[config.mk]
export PLATFORM = sky130hd
export DESIGN_NAME = pll_lock_supervisor
export DESIGN_NICKNAME = d
export VERILOG_FILES = /design/src/rtl/pll_lock_supervisor.sv
export SDC_FILE = /design/constraint.sdc
export NUM_CORES = 1
export LEC_CHECK = 0
export ABC_AREA = 1
export CAP_MARGIN = 10
export CORE_MARGIN = 2
export CORE_UTILIZATION = 45
export CTS_BUF_LIST = sky130_fd_sc_hd__clkbuf_8
export DETAILED_ROUTE_END_ITERATION = 8
export PLACE_DENSITY = 0.71
export SLEW_MARGIN = 5
export SYNTH_ARGS = -nofsm -noshare
export SYNTH_HDL_FRONTEND = slang
export SYNTH_SLANG_ARGS = --single-unit
[constraint.sdc]
create_clock -name clk -period 1.7 [get_ports clk]
set_input_delay 0.34 -clock clk [delete_from_list [all_inputs] [get_ports clk]]
set_output_delay 0.34 -clock clk [all_outputs]
set_load 0.02 [all_outputs]
[src/rtl/pll_lock_supervisor.sv]
// PLL lock supervisor: synchronizes the PLL lock flag and holds downstream logic in
// reset until lock has been stable for SETTLE_CYCLES; forces a HOLD period on lock loss.
module pll_lock_supervisor #(
    parameter int SETTLE_CYCLES = 4000,
    parameter int HOLD_CYCLES   = 64,
    parameter int SYNC_STAGES   = 2
) (
    input  logic       clk,
    input  logic       reset,
    input  logic       locked,
    output logic       sys_reset,
    output logic       ready,
    output logic [1:0] state,
    output logic [7:0] loss_count
);

    localparam int MAX_CYCLES = (SETTLE_CYCLES > HOLD_CYCLES) ? SETTLE_CYCLES : HOLD_CYCLES;
    localparam int CNT_W      = (MAX_CYCLES > 1) ? $clog2(MAX_CYCLES) : 1;
    localparam logic [CNT_W-1:0] SETTLE_LAST = CNT_W'(SETTLE_CYCLES - 1);
    localparam logic [CNT_W-1:0] HOLD_LAST   = CNT_W'(HOLD_CYCLES - 1);

    typedef enum logic [1:0] {
        WAIT_LOCK = 2'b00,
        SETTLE    = 2'b01,
        RUN       = 2'b10,
        HOLD      = 2'b11
    } state_e;

    logic [SYNC_STAGES-1:0] sync_q;
    logic                   locked_s;
    state_e                 state_q, state_d;
    logic [CNT_W-1:0]       cnt_q, cnt_d;
    logic [7:0]             loss_q, loss_d;
    logic                   sys_reset_q, sys_reset_d;
    logic                   ready_q, ready_d;

    function automatic logic [7:0] sat_inc8(input logic [7:0] v);
        return (v == 8'hFF) ? v : v + 8'd1;
    endfunction

    always_ff @(posedge clk or negedge reset) begin
        if (!reset) begin
            sync_q <= '0;
        end else begin
            sync_q <= {sync_q[SYNC_STAGES-2:0], locked};
        end
    end

    assign locked_s = sync_q[SYNC_STAGES-1];

    always_ff @(posedge clk or negedge reset) begin
        if (!reset) begin
            state_q     <= WAIT_LOCK;
            cnt_q       <= '0;
            loss_q      <= '0;
            sys_reset_q <= 1'b0;
            ready_q     <= 1'b0;
        end else begin
            state_q     <= state_d;
            cnt_q       <= cnt_d;
            loss_q      <= loss_d;
            sys_reset_q <= sys_reset_d;
            ready_q     <= ready_d;
        end
    end

    // The counter restarts from zero on every state entry, so each timed state
    // measures its own full duration.
    always_comb begin
        state_d = state_q;
        cnt_d   = cnt_q;
        loss_d  = loss_q;
        case (state_q)
            WAIT_LOCK: begin
                if (locked_s) begin
                    state_d = SETTLE;
                    cnt_d   = '0;
                end
            end
            SETTLE: begin
                if (!locked_s) begin
                    state_d = WAIT_LOCK;
                    cnt_d   = '0;
                end else if (cnt_q == SETTLE_LAST) begin
                    state_d = RUN;
                    cnt_d   = '0;
                end else begin
                    cnt_d = cnt_q + 1'b1;
                end
            end
            RUN: begin
                if (!locked_s) begin
                    state_d = HOLD;
                    cnt_d   = '0;
                    loss_d  = sat_inc8(loss_q);
                end
            end
            HOLD: begin
                if (cnt_q == HOLD_LAST) begin
                    state_d = WAIT_LOCK;
                    cnt_d   = '0;
                end else begin
                    cnt_d = cnt_q + 1'b1;
                end
            end
            default: begin
                state_d = WAIT_LOCK;
                cnt_d   = '0;
            end
        endcase
    end

    // Outputs are decoded from the next state and registered, so nothing reaches
    // sys_reset combinationally from locked.
    always_comb begin
        sys_reset_d = (state_d == RUN);
        ready_d     = (state_d == RUN);
    end

    assign sys_reset  = sys_reset_q;
    assign ready      = ready_q;
    assign state      = state_q;
    assign loss_count = loss_q;

endmodule

==> flow_summary_export.csv <==
group,metric,value,unit
status,status,"finished, final reports clean",
critical_path,critical_path.reg2reg.endpoint,"loss_count[7]",
power,total_switching_power,0.000276,W
critical_path,cpLargestDelayFamily,"buffers and inverters",
timing,finalClockSkew,2.74,ps
place,place_congestion,0.862,
place,dp_hpwl,2.11,mm
detailed_routing,post-route-drc-count,0,
floorplanning,design.die.area,0.00357,mm2
timing,layout_min_cycle_time,1630,ps
timing,finalCritPeriodShare,95.7,%
detailed_routing,vias,1184,
clock_tree,cts.reportedPaths.clkPinSlew,80,ps
floorplanning,initial_core_util,46.5,%
critical_path,timing.critical_path.required,1360,ps
grt,grt_pass1_vias,1216,
hold_path,worst_hold_path_type,"flip-flop to flip-flop",
place,numPortBuffers,14,
detailed_routing,post_drt_wl_per_cell,11.9,um
timing,fin_tns_setup,0,ps
timing,finalMaxSlewViolations,0,
power,power.density_cell_area,674,mW/mm2
place,cells_after_dpl,227,
critical_path,element_type_at_the_critical_path_end,"output port",
cells_and_area,layout_commonest_cell,"sky130_fd_sc_hd__nand2_1",
grt,number_of_antenna_violations_at_the_first_check_in_global_routing,0,
power,p_leak,0.892,nW
timing,setup_repair_after_global_routing_missed_its_margin,"no",
critical_path,timing.critical_path.cells,"clkdlybuf4s50_1",
timing,max_slew_margin,72.0,%
critical_path,worst-endpoint-arrival,1290,ps
timing,max_slew.worst_pin.slew,421,ps
clock_tree,ctsLongestPathBuffers,2,
detailed_routing,drtPass1Iterations,4,
detailed_routing,routed_wirelength,2.76,mm
cells_and_area,finalNonFillerCells,231,
critical_path,timing.critical_path.slowest_stage_cell,"sky130_fd_sc_hd__clkdlybuf4s50_1",
floorplanning,dieWidth,59.7,um
logic_synthesis,yosys_warnings,0,
logic_synthesis,netlist_area,0.00140,mm2
power,power.share.combinational,10.3,%
floorplanning,top_level_ports,15,
cells_and_area,commonest_non_fill_non_tap_cells_in_the_layout,"sky130_fd_sc_hd__nand2_1, sky130_fd_sc_hd__dfrtp_1, sky130_fd_sc_hd__inv_1",
run,max-cap-violations,0,
grt,global_route_wire_length_before_repair,5.09,mm
logic_synthesis,cell_type_with_the_highest_aggregate_area_in_the_netlist,"sky130_fd_sc_hd__dfrtp_1",
critical_path,r2r_start,"loss_count[1]",
cells_and_area,areaGrowthSynthToFinish,16.7,%
clock_tree,cts.sink_count,25,
cells_and_area,diode_count,0,
clock_tree,post_cts.repair.setup_buffers,0,
detailed_routing,route.antenna.remaining_nets,0,
grt,gr-total-overflow,0,
floorplanning,core,0.00300,mm2
power,internal_power,0.000823,W
timing,max_freq,615,MHz
timing,finalSetupViolCount,0,
logic_synthesis,post_synth_inst_count,180,
power,power.sequential.fraction,58.5,%
timing,finalHoldViolations,0,
clock_tree,tritoncts_clock_tree,"done",
critical_path,worstSetupStartpointType,"flip-flop",
logic_synthesis,synth_top_area_share,44.8,%
cells_and_area,post_route_cells_drive_above_1_share,11.1,%
critical_path,count_of_cells_along_the_worst_register_to_register_path,6,
logic_synthesis,synth_fp_nets,185,
critical_path,timing_worst_setup_path_type,"flip-flop to output port",
grt,grtUsageTotal,18.4,%
critical_path,critical_path_cell_count,1,
critical_path,worstSetupEndpoint,"loss_count[1]",
logic_synthesis,post_synth.cell_area_avg,7.76,um2
critical_path,crit_path_max_fanout,4,
clock_tree,clock_latency,270,ps
logic_synthesis,netlist_top_cells_area,"sky130_fd_sc_hd__dfrtp_1, sky130_fd_sc_hd__nand2_1, sky130_fd_sc_hd__inv_1",
power,vdd_ir_drop_max,397,uV
cells_and_area,final_net_count,204,
clock_tree,cts-buffers-inserted,3,
critical_path,r2r_setup_slack,140,ps
clock_tree,clk_root_buffer_cell,"sky130_fd_sc_hd__clkbuf_8",
power,switching_share,25.1,%
grt,grt_start_max_net_pins,26,
floorplanning,placementRows,20,
logic_synthesis,seq_area_frac_synth,44.8,%
critical_path,crit_start,"loss_count[1]",
logic_synthesis,post_synth_num_cell_types,25,
clock_tree,clock_tree.htree_level_count,1,
logic_synthesis,postSynthRegisterBits,25,
power,share_clk_of_total_power,31.2,%
detailed_routing,drt_iter0_drc,59,
critical_path,critPathBufInv,1,
detailed_routing,avgViaCountPerCell,5.13,
critical_path,cp_slowest_stage_delay,620,ps
floorplanning,chipHeight,59.7,um
## routing by layer
layer / vias to the layer above / global-route usage, % / wire, um
li1: 595 / - / -
met1: 560 / 24.0 / 1260
met2: 27 / 31.8 / 1370
met3: 2 / 2.81 / 104
met4: 0 / 4.76 / 21
met5: - / 0 / 0
## cell usage after synthesis
| library cell | count |
|---|---|
| sky130_fd_sc_hd__nor3_2 | 1 |
| sky130_fd_sc_hd__nand2_1 | 56 |
| sky130_fd_sc_hd__nand2_2 | 5 |
| sky130_fd_sc_hd__o21ai_2 | 1 |
| sky130_fd_sc_hd__o31ai_4 | 1 |
| sky130_fd_sc_hd__nand4_1 | 2 |
| sky130_fd_sc_hd__dfrtp_1 | 25 |
| sky130_fd_sc_hd__o21ai_4 | 1 |
| sky130_fd_sc_hd__inv_2 | 4 |
| sky130_fd_sc_hd__nor2_4 | 2 |
| sky130_fd_sc_hd__nor2_1 | 17 |
| sky130_fd_sc_hd__nor2_2 | 2 |
| sky130_fd_sc_hd__nand3_2 | 1 |
| sky130_fd_sc_hd__a31oi_1 | 1 |
| sky130_fd_sc_hd__nor3_1 | 2 |
| sky130_fd_sc_hd__nand3_1 | 14 |
| sky130_fd_sc_hd__xor2_1 | 6 |
| sky130_fd_sc_hd__o21ai_0 | 4 |
| sky130_fd_sc_hd__inv_1 | 23 |
| sky130_fd_sc_hd__buf_4 | 1 |
| sky130_fd_sc_hd__o21ai_1 | 4 |
| sky130_fd_sc_hd__ha_1 | 2 |
| sky130_fd_sc_hd__a21oi_1 | 1 |
| sky130_fd_sc_hd__xnor2_1 | 3 |
| sky130_fd_sc_hd__o2111ai_1 | 1 |
## per-stage QoR
step	hold slack [ps]	power [W]	utilization [%]	instance area [um2]	setup slack, ps
after global routing	375	0.00116	54.3	1630	21.7
after floorplan	44.4	0.000725	-	1400	199
final	361	0.00110	54.3	1630	73.6
after CTS	363	0.00111	54.0	1620	6.20
after global placement	338	0.000768	52.6	1580	202
after detailed placement	343	0.000771	52.6	1580	163
## cells by family (layout without fill, tap and decap cells)
logic type	Yosys count	after routing	synth area share [%]
AND/OR/NAND/NOR	102	102	32.4
buffers and inverters	28	46	7.79
flip-flops	25	25	44.8
AO/OA/AOI/OAI	14	14	7.61
XOR/XNOR	9	9	5.64
adder cells (fa/ha/maj)	2	2	1.79
## power by group through the flow
| stage | Clock [W] | Combinational (W) | Sequential (W) |
|---|---|---|---|
| 2_1_floorplan | 0 | 0.0000698 | 0.000655 |
| 3_3_place_gp | 0 | 0.000115 | 0.000653 |
| 3_5_place_dp | 0 | 0.000116 | 0.000655 |
| 4_1_cts | 0.000354 | 0.000116 | 0.000643 |
| 5_1_grt | 0.000378 | 0.000135 | 0.000647 |
| 6_report | 0.000343 | 0.000113 | 0.000643 |
## timing repair
action,4_1_cts,5_1_grt
hold buffers,0,0
resized for setup,3,4
endpoints found under the setup margin,3,4
## registers in the layout (all words and copies together) (netlist names)
signal and flops:
cnt_q 12, loss_count 8, ready 1, state 2, sync_q 2
## area by class of cell
class | count | area [um2]
fill | 286 | 1370
clock inverter | 1 | 3.75
tap | 33 | 41.3
multi-input combinational | 127 | 663
timing repair buffer | 15 | 154
sequential | 25 | 626
inverter | 27 | 101
clock buffer | 3 | 41.3
## worst min-delay path by stage
stage,start,endpoint,slack [ps],cells past startpoint
after global placement,sync_q[0],sync_q[1],340,0
after CTS,sync_q[0],sync_q[1],360,0
after global routing,sync_q[0],sync_q[1],370,0
after detailed placement,sync_q[0],sync_q[1],340,0
after floorplan,reset,cnt_q[0],40,0
final,sync_q[0],sync_q[1],360,0
Note: power is estimated with default switching activity, not from simulation.
